===== config.mk =====
export PLATFORM = sky130hd
export DESIGN_NAME = dtw_score_reducer
export DESIGN_NICKNAME = d
export VERILOG_FILES = /design/src/rtl/dtw_score_reducer.sv
export SDC_FILE = /design/constraint.sdc
export NUM_CORES = 1
export LEC_CHECK = 0
export CAP_MARGIN = 25
export CORE_UTILIZATION = 55
export DETAILED_ROUTE_END_ITERATION = 16
export PLACE_DENSITY = 0.79
export SLEW_MARGIN = 10
export SYNTH_ARGS = -nofsm -noshare
export SYNTH_HDL_FRONTEND = slang
export SYNTH_SLANG_ARGS = --single-unit
export TNS_END_PERCENT = 5

===== constraint.sdc =====
create_clock -name clk -period 15 [get_ports clk]
set_input_delay 2.25 -clock clk [delete_from_list [all_inputs] [get_ports clk]]
set_output_delay 2.25 -clock clk [all_outputs]
set_load 0.01 [all_outputs]

===== src/rtl/dtw_score_reducer.sv =====
// Drains one run of DTW scores from the sink FIFO and reduces them to a result record:
// best and second-best score, best position, confidence margin and threshold hit.
module dtw_score_reducer #(
  parameter int DWIDTH   = 32,
  parameter int FIFO_LAT = 1
) (
  input  logic              clk,
  input  logic              rst,
  input  logic              start,
  input  logic [DWIDTH-1:0] score_count,
  input  logic [DWIDTH-1:0] threshold,
  output logic              busy,
  output logic              src_fifo_rden,
  input  logic              src_fifo_empty,
  input  logic [DWIDTH-1:0] src_fifo_data,
  output logic              res_valid,
  input  logic              res_ready,
  output logic [DWIDTH-1:0] best_score,
  output logic [DWIDTH-1:0] best_pos,
  output logic [DWIDTH-1:0] second_score,
  output logic [DWIDTH-1:0] margin,
  output logic              hit
);

  typedef enum logic [1:0] {S_IDLE, S_RUN, S_DONE} state_e;

  localparam logic [DWIDTH-1:0] ONE = DWIDTH'(1);

  state_e              state_q, state_d;
  logic [DWIDTH-1:0]   count_q, count_d;
  logic [DWIDTH-1:0]   thresh_q, thresh_d;
  logic [DWIDTH-1:0]   issued_q, issued_d;
  logic [DWIDTH-1:0]   received_q, received_d;
  logic [FIFO_LAT-1:0] vld_q, vld_d;
  logic [DWIDTH-1:0]   best_q, best_d;
  logic [DWIDTH-1:0]   second_q, second_d;
  logic [DWIDTH-1:0]   best_pos_q, best_pos_d;
  logic [DWIDTH-1:0]   margin_q, margin_d;
  logic                hit_q, hit_d;
  logic                rd_en;
  logic                data_vld;

  // NOTE: every variable assigned here gets its default first, so no path can infer a latch.
  always_comb begin
    state_d    = state_q;
    count_d    = count_q;
    thresh_d   = thresh_q;
    issued_d   = issued_q;
    received_d = received_q;
    best_d     = best_q;
    second_d   = second_q;
    best_pos_d = best_pos_q;
    margin_d   = margin_q;
    hit_d      = hit_q;

    rd_en    = (state_q == S_RUN) && !src_fifo_empty && (issued_q < count_q);
    data_vld = vld_q[FIFO_LAT-1];

    // Valid tag travels alongside the FIFO read latency so returning words are identified.
    vld_d[0] = rd_en;
    for (int i = 1; i < FIFO_LAT; i++) vld_d[i] = vld_q[i-1];

    unique case (state_q)
      S_IDLE: begin
        if (start) begin
          count_d    = score_count;
          thresh_d   = threshold;
          issued_d   = '0;
          received_d = '0;
          best_d     = '1;
          second_d   = '1;
          best_pos_d = '0;
          margin_d   = '0;
          hit_d      = 1'b0;
          state_d    = (score_count == '0) ? S_DONE : S_RUN;
        end
      end
      S_RUN: begin
        if (rd_en) issued_d = issued_q + ONE;
        if (data_vld) begin
          if (src_fifo_data < best_q) begin
            second_d   = best_q;
            best_d     = src_fifo_data;
            best_pos_d = received_q;
          end else if (src_fifo_data < second_q) begin
            second_d = src_fifo_data;
          end
          received_d = received_q + ONE;
          // Last score: finalise from the just-updated values so DONE is entered directly.
          if (received_q == count_q - ONE) begin
            state_d  = S_DONE;
            margin_d = (second_d >= best_d) ? second_d - best_d : '0;
            hit_d    = (best_d < thresh_q);
          end
        end
      end
      S_DONE: begin
        if (res_ready) state_d = S_IDLE;
      end
      default: state_d = S_IDLE;
    endcase
  end

  // NOTE: sequential state uses non-blocking assignments only; reset is synchronous and wins.
  always_ff @(posedge clk) begin
    if (!rst) begin
      state_q    <= S_IDLE;
      count_q    <= '0;
      thresh_q   <= '0;
      issued_q   <= '0;
      received_q <= '0;
      vld_q      <= '0;
      best_q     <= '1;
      second_q   <= '1;
      best_pos_q <= '0;
      margin_q   <= '0;
      hit_q      <= 1'b0;
    end else begin
      state_q    <= state_d;
      count_q    <= count_d;
      thresh_q   <= thresh_d;
      issued_q   <= issued_d;
      received_q <= received_d;
      vld_q      <= vld_d;
      best_q     <= best_d;
      second_q   <= second_d;
      best_pos_q <= best_pos_d;
      margin_q   <= margin_d;
      hit_q      <= hit_d;
    end
  end

  assign busy          = (state_q != S_IDLE);
  assign res_valid     = (state_q == S_DONE);
  assign src_fifo_rden = rd_en;
  assign best_score    = best_q;
  assign best_pos      = best_pos_q;
  assign second_score  = second_q;
  assign margin        = margin_q;
  assign hit           = hit_q;

endmodule


Yosys cells after proc, flatten, opt, wreduce, memory -nomap -nowiden

Index checks and enable logic that the tools add are counted.

Register bits: 260
Latch bits: 0
RAM bits: 0
Memory bits (read-only): 0
Input bits: 101
Output and inout bits: 132
Word-level logic and storage cells: 76
Memories kept: 0

$add $sub $neg: 4
Multiply operators: 0
Div/mod/pow operators: 0
$lt $le $gt $ge: 5
Equality and inequality tests: 9
Shift operators: 0
Multiplexer cells: 34
Bitwise operators: 0
Reductions and logical operators: 13

Operators with widths:

| cell                                                  | count |
|---|---|
| 2-to-1 mux 32 bit                                     | 18 |
| one-hot mux 32 bit (2 select lines)                   | 6 |
| < comparator 32 bit                                   | 4 |
| adder 32 x 1 -> 32 bit, second input constant         | 2 |
| equality test 32 bit                                  | 1 |
| >= comparator 32 bit                                  | 1 |
| zero test 32 bit                                      | 1 |
| subtractor 32 x 1 -> 32 bit, second input constant    | 1 |
| subtractor 32 bit                                     | 1 |
| AND reduction 4 bit                                   | 3 |
| 2-to-1 mux 2 bit                                      | 5 |
| inequality test 2 x 1 -> 1 bit, second input constant | 3 |
| inequality test 2 bit, second input constant          | 3 |
| one-hot mux 2 bit (3 select lines)                    | 1 |
| AND reduction 3 bit                                   | 2 |
| nonzero test 2 bit                                    | 2 |
| 2-to-1 mux 1 bit                                      | 3 |
| equality test 2 x 1 -> 1 bit, second input constant   | 1 |
| equality test 2 bit, second input constant            | 1 |
| logical AND 1 bit                                     | 2 |
| zero test 2 bit                                       | 1 |
| one-hot mux 1 bit (2 select lines)                    | 1 |
| AND reduction 2 bit                                   | 1 |
| zero test 1 bit                                       | 1 |

Logic depth before layout (Yosys ltp)

Gate-level depths: netlist of run 1.

Word-level depth: 10
Mapped depth: 27

Least setup slack after synthesis of run 1

Ideal clock, no wire load.

Kind: input -> register
Start point: input port src_fifo_data[9]
End point: register margin_q[31], in the netlist margin[31]
Library setup time: 0.114 ns
Data arrival time: 7.006 ns
Path slack: 7.880 ns
Stages: 23
Buffers on the path: 2
Cells stage by stage: ha_1 > a21o_1 > a21o_1 > a221oi_1 > o311ai_0 > nand2_1 > a211o_1 > nand4_1 > nand2_1 > clkbuf_1 > clkbuf_1 > nand2_1 > o21ai_0 > ha_1 > a21oi_1 > a21oi_1 > or3_1 > a31oi_1 > nand2_1 > a41o_1 > a221oi_1 > a2111oi_0 > a21o_1

Word-level cells in the longest chain between the ends: 10
Elaborated cells between the ends (all ways): 15
Classes of those cells: add/sub: 1; order compare: 3; mux: 11

Ends and longest elaborated chain:

| element                                                          | RTL line | source |
|---|---|---|
| start, declared                                                  | 15       | `input logic [DWIDTH-1:0] src_fifo_data,` |
| < comparator 32 bit                                              | 85       | `end else if (src_fifo_data < second_q) begin` |
| 2-to-1 mux 32 bit                                                | 85       |  |
| 2-to-1 mux 32 bit                                                | 81       | `if (src_fifo_data < best_q) begin` |
| 2-to-1 mux 32 bit                                                | 80       | `if (data_vld) begin` |
| 2-to-1 mux 32 bit                                                | 63       | `unique case (state_q)` |
| subtractor 32 bit / >= comparator 32 bit (equally long branches) | 92       | `margin_d = (second_d >= best_d) ? second_d - best_d : '0;` |
| 2-to-1 mux 32 bit (*)                                            | 92       |  |
| 2-to-1 mux 32 bit (*)                                            | 90       | `if (received_q == count_q - ONE) begin` |
| 2-to-1 mux 32 bit (*)                                            | 80       |  |
| one-hot mux 32 bit (2 select lines) (*)                          | 63       |  |
| end signal, assigned                                             | 128      | `margin_q <= margin_d;` |
| end, declared                                                    | 38       | `logic [DWIDTH-1:0] margin_q, margin_d;` |

Mark *: on every way between the ends. The rest lies on a longest branch, timed or not. The select of a mux whose other input is x is not followed.
A chain may end at the register's enable or synchronous reset.

Worst setup path after layout of run 1

Start point: input port src_fifo_data[13]
End point: register margin_q[31], in the netlist margin[31]

Same word-level chain as after synthesis.

==> qor.yml, run 1 <==
status: "complete, no violations"
clk_root_buffer_cell: "clkbuf_16"
fin_crit_sh: 0.5404
grt-ovfl-total: 0
final_hold_viol_count: 0
cts_resized: 0
synth_cells: 2162
synth_area_leaders: "dfxtp_1 31%, ha_1 12%, a21oi_1 7.0%"
dpl.hpwl_um: 38920
num_vias: 16610
track_usage: 0.3276
top_layer: "met5"
drtIter0Drc: 1402
synth_ff_type: "dfxtp_1"
post-synth-top-count-cell: "nand2_1"
cts_buffers: 29
slew-limit-headroom: 0.3418
drive_gt1_frac: 0.05546
yosysTopAreaCell: "dfxtp_1"
nFillCells: 2490
grt_max_degree: 110
fmax_ghz: 0.1234
ios: 233
hold_class: "reg2reg"
dp.cells: 2697
cts_tree: "built"
ys_ff_latch: 260
clock_latency_ns: 0.58
vias_per_cell: 6.033
start_util: 0.5650
final_cells: 2753
cpMaxStageDelayCell: "clkdlybuf4s50_1"
fin_nets: 2600
cts-htree-levels: 1
routed_wirelength_um: 52350
synth_top_area_frac: 0.3076
dieWidth_um: 177.4
fin_worst_hold_slack_ns: 0.4556
worst_pin_slew_ns: 0.9873
wl_met3_um: 4113
io_buffers: 232
power_density_nw_per_um2: 90.90
worst-setup-path-type: "in2reg"
ys_types: 79
synth-edff-count: 0
path_buf_inv: 2
register_area_um2: 5205
core_um2: 29950
routed-wl-met2_um: 23650
cp_max_fo: 72
drv_slew: 0
dr.pass1.iters: 6
leakagePower_uw: 0.008833
syn_to_final_growth_pct: 21.56
skew_ns: 0.01870
fin_setup_tns_ns: 0
start_kind: "primary input"
clk_path_buf_depth: 3
route.detailed.drc: 0
die-area_um2: 31480
cts_hold_buffers: 0
clk_pin_slew_worst_paths_ns: 0.06
synth_commonest_cells: "311 x nand2_1, 260 x dfxtp_1, 237 x a21oi_1"
post_cts_buffers: 0
arrival_ns: 8.58
antenna_found_initial: 3
setup_viol: 0
cts.sinks: 260
multi_input_area_um2: 10740
rsz0062_at_grt: "no"
synthesis.area_um2: 16920
synth_area_per_cell_um2: 7.828
drv_cap: 0
antenna_left: 0
path_delay_family: "compound AO/OA/AOI/OAI gates"
fin_crit_ns: 8.106
async_flop_share: 0
dieHeight_um: 177.4
path_cells: "clkdlybuf4s50_1 -> ha_1 -> a21o_1 -> a21o_1 -> a21oi_1 -> o311ai_0 -> nand2_1 -> a211o_1 -> nand4_1 -> nand2_4 -> buf_16 -> nand2_1 -> a21boi_0 -> ha_1 -> a21oi_1 -> a21oi_1 -> or3_1 -> a31oi_1 -> nand2_1 -> a41o_1 -> a221oi_1 -> a2111oi_0 -> a21o_1"
crit_path_max_incr_delay_ns: 0.53
wl_met1_um: 22710
wl_per_cell_um: 19.01
synth_fp_nets: 2423
pre_cts_ws_ns: 6.223
required_ns: 15.47
end_kind: "register"
place_congestion: 0.9401
synth_warnings: 0
postLayoutSetupSlackWorst_ns: 6.894
grt_pass1_wl_um: 82330
ir_drop_mv: 0.08953
yosysSeqAreaShare: 0.3076
grt_pass1_vias: 15960
final_core_util: 0.6868
rows: 63
registers in the layout, summed over array words and instances (netlist names):
name	flops
margin	32
issued_q	32
count_q	32
thresh_q	32
hit	1
second_score	32
received_q	32
best_pos	32
best_score	32
data_vld	1
state_q	2
tightest hold or removal path, stage by stage, from the launching register on:
cell and delay, ns:
dfxtp_1 0.31, nand2_1 0.05, a21oi_1 0.05
metrics by stage:
stage               instance area (µm²)  power, µW
floorplan                         16920      992.2
global placement                  19490       1112
detailed placement                19530       1121
CTS                               20540       1872
global route                      20570       1945
finish                            20570       1870
routing by layer:
layer | vias to the layer above | global-route usage
met3 | 130 | 0.05570
met5 | - | 0
li1 | 7988 | -
met2 | 648 | 0.5236
met1 | 7842 | 0.4389
met4 | 2 | 0.1254
final cells by class:
type	instances	area share
Sequential cell	260	0.2530
Tap cell	390	0.02372
Inverter	164	0.03005
Multi-Input combinational cell	1633	0.5221
Clock buffer	38	0.03984
Timing Repair Buffer	251	0.1218
Antenna cell	1	0.0001216
Clock inverter	16	0.009427
layout by cell type (no fill, tap or decap), types with 23 or more instances in the layout:
cell type,Yosys,routed
xor2_1,38,38
xnor2_1,63,63
clkdlybuf4s50_1,0,232
o211ai_1,29,29
o22ai_1,31,31
ha_1,159,159
nor2_1,141,138
a2bb2oi_2,24,24
nand2_1,311,309
a21oi_1,237,235
a21o_1,51,51
clkbuf_16,0,29
mux2i_1,58,58
dfxtp_1,260,260
or3_1,23,23
nand3_1,68,68
nor4_1,27,27
nand4_1,45,45
o21ai_0,99,98
and3_1,23,23
inv_1,163,163
report_power, final:
part	total, µW	internal [µW]	switching [µW]	leakage, µW
clock	752	439	313	0.000485
combinational	385	156	229	0.00624
sequential	733	709	24.3	0.00211
total	1870	1300	566	0.00883
worst paths after layout:
check	to	startpoint	depth (start not counted)	slack, ns
setup / recovery	margin[31]	src_fifo_data[13]	23	6.89
hold / removal	margin[17]	margin[17]	2	0.46
hold reg to reg	margin[17]	margin[17]	2	0.46
setup reg to reg	margin[31]	best_score[13]	23	8.63
logic make-up (layout without fill, tap and decap cells):
family,after synthesis,after routing,synth area share
AOI/OAI and AO/OA,566,566,0.2120
xor gates and xnor gates,101,101,0.05227
adders and majority gates,160,160,0.1187
buffers and inverters,269,469,0.06195
DFF,260,260,0.3076
muxes,60,60,0.03564
other,0,1,0
and+or+nand+nor,746,746,0.2118
Power figures use the tool's default switching activity.
==> inputs of run 2 (changes only) <==
- CORE_UTILIZATION: 55 -> 51
- PLACE_DENSITY: 0.79 -> 0.77
- clock period: 15 -> 6.9 ns (I/O delays scaled with it)
==> run 2 against run 1 <==
  * Cell count increased by 3.0%
  * Power is 120% higher
  * Die area increased by 7.8%
  * Global-route usage fell by 1.1 points
  * Register-to-register slack worse by 7.8 ns
  * Combinational power up 120%
  * Design area grew 1.6%
  * First-iteration DRC count is 2.8% lower
  * Clock skew increased by 0.017 ns
  * Via count grew 0.82%
  * Critical path depth rose by 3
  * Sequential cell count did not move
  * Critical path type unchanged
  * Largest power group unchanged
==> qor.yml, run 2 (synthesized netlist as in run 1, its figures left out) <==
status: "complete, no violations"  # unchanged
drv_slew: 0  # unchanged
grt_max_degree: 77  # was 110
wl_met1_um: 24420  # was 22710 µm
cts.sinks: 260  # unchanged
layout_common_cells: "309 x nand2_1, 260 x dfxtp_1, 235 x a21oi_1, 232 x clkdlybuf4s50_1, 163 x inv_1"  # unchanged
required_ns: 7.39  # was 15.47 ns
power_density_nw_per_um2: 194.7  # was 90.90 nW/µm²
hold_start: "thresh_q[24]"  # was margin[17]
cts_buffers: 30  # was 29
rr_startpoint: "second_score[13]"  # was best_score[13]
core_um2: 32620  # was 29950 µm²
clk_root_buffer_cell: "clkbuf_16"  # unchanged
grt_pass1_vias: 16000  # was 15960
antenna_found_initial: 1  # was 3
top_layer: "met4"  # was met5
drtIter0Drc: 1363  # was 1402
route.detailed.drc: 0  # unchanged
place_congestion: 0.9643  # was 0.9401
cp_max_fo: 25  # was 72
clk_path_buf_depth: 3  # unchanged
wl_met3_um: 3695  # was 4113 µm
rows: 66  # was 63
fin_crit_ns: 6.655
num_vias: 16750  # was 16610
arrival_ns: 7.15  # was 8.58 ns
grt-ovfl-total: 0  # unchanged
r2r_cells: 26  # was 23
routed_wirelength_um: 54110  # was 52350 µm
dpl.hpwl_um: 40760  # was 38920 µm
dr.pass1.iters: 6  # unchanged
start_util: 0.5188  # was 0.5650
leakagePower_uw: 0.009003  # was 0.008833 µW
final_core_util: 0.6405  # was 0.6868
placed_area_um2: 19860  # was 19530 µm²
rsz0062_at_grt: "no"  # unchanged
skew_ns: 0.03548  # was 0.01870 ns
final_common_cell: "nand2_1"  # unchanged
fin_nets: 2633  # was 2600
whs_endpoint: "thresh_q[24]"  # was margin[17]
fmax_ghz: 0.1503
setup_viol: 0  # unchanged
end_kind: "register"  # unchanged
cts_hold_buffers: 0  # unchanged
ir_drop_mv: 0.2198  # was 0.08953 mV
antenna_left: 0  # unchanged
final_hold_viol_count: 0  # unchanged
min_path_cells: 2  # unchanged
dieWidth_um: 184.2  # was 177.4 µm
fin_setup_tns_ns: 0  # unchanged
vias_per_cell: 5.907  # was 6.033
drive_gt1_frac: 0.06689  # was 0.05546
die-area_um2: 33920  # was 31480 µm²
cts-htree-levels: 1  # unchanged
track_usage: 0.3166  # was 0.3276
drv_cap: 0  # unchanged
cts_tree: "built"  # unchanged
routed-wl-met2_um: 24470  # was 23650 µm
fin_area_um2: 20890  # was 20570 µm²
dieHeight_um: 184.2  # was 177.4 µm
start_kind: "primary input"  # unchanged
wl_per_cell_um: 19.09  # was 19.01 µm
io_buffers: 232  # unchanged
clock_latency_ns: 0.60  # was 0.58 ns
grt_pass1_wl_um: 85390  # was 82330 µm
nFillCells: 2788  # was 2490
worst-setup-path-type: "in2reg"  # unchanged
r2r-end: "margin[24]"  # was margin[31]
slew-limit-headroom: 0.3517  # was 0.3418
hold_class: "reg2reg"  # unchanged
ios: 233  # unchanged
worst_pin_slew_ns: 0.9660  # was 0.9873 ns
fin_worst_hold_slack_ns: 0.4542  # was 0.4556 ns
r2r_slack_ns: 0.87  # was 8.63 ns
syn_to_final_growth_pct: 23.46  # was 21.56%
clk_pin_slew_worst_paths_ns: 0.06  # about the same
fin_crit_sh: 0.9645
-- run 2: worst max-delay path, stage by stage --
cell and delay, ns:
clkdlybuf4s50_1 0.60, ha_1 0.29, a21o_1 0.16, a21o_1 0.16, a21o_1 0.20, a2111oi_1 0.45
o211ai_1 0.43, a31oi_1 0.34, o211ai_1 0.18, buf_12 0.21, mux2i_1 0.14, nor2_1 0.11
a21oi_1 0.06, ha_1 0.24, fa_1 0.41, nand2b_1 0.18, a211oi_1 0.22, nor3_1 0.13
o2111ai_1 0.32, and2_1 0.21, o211ai_1 0.11, nand2_1 0.11, o2111ai_4 0.19, buf_6 0.27
nand2b_1 0.17, a21oi_1 0.17
-- run 2: timing repair --
| item | in CTS | in global routing |
|---|---|---|
| gates resized for setup | 0 | 2 |
| setup buffers | 0 | 0 |
| setup endpoints to repair | 0 | 26 |
-- run 2: worst max path at each step --
stage | from | endpoint | slack [ns]
final | src_fifo_data[13] | margin[24] | 0.24
after global routing | src_fifo_data[13] | margin[13] | 0.02
after CTS | src_fifo_data[13] | margin[24] | 0.27
after detailed placement | src_fifo_data[13] | margin[24] | -0.27
after global placement | src_fifo_data[13] | margin[21] | -0.24
after floorplan | src_fifo_data[9] | margin[31] | 1.0
-- run 2: cell type report --
class                   count  area, µm²  area share
repair buffers            283       2766      0.1324
clock buffers              41      862.1     0.04126
well taps                 442      553.0     0.02647
clock inverters            11      137.6    0.006587
multi-input cells        1633      10750      0.5145
diodes                      1      2.502   0.0001198
inverters                 164      618.1     0.02958
flip-flops and latches    260       5205      0.2491
-- run 2: per-stage QoR --
stage / instances / total power (µW) / worst slack [ns]
5_1_grt: 2835 / 4227 / 0.02436
6_report: 2835 / 4069 / 0.2448
2_1_floorplan: 2162 / 2157 / 0.9954
3_3_place_gp: 2778 / 2444 / -0.2437
3_5_place_dp: 2781 / 2463 / -0.2722
4_1_cts: 2833 / 4065 / 0.2682
-- run 2: power breakdown --
part | total [µW] | internal, µW | switching, µW
clock network | 1610 | 946 | 668
logic | 862 | 352 | 510
registers | 1590 | 1540 | 51.5
total | 4070 | 2840 | 1230
-- run 2: per-layer routing --
metal | up-vias | GRT usage
met1 | 8014 | 0.4395
met2 | 593 | 0.5111
met3 | 95 | 0.03754
met4 | 0 | 0.09733
met5 | - | 0
li1 | 8045 | -
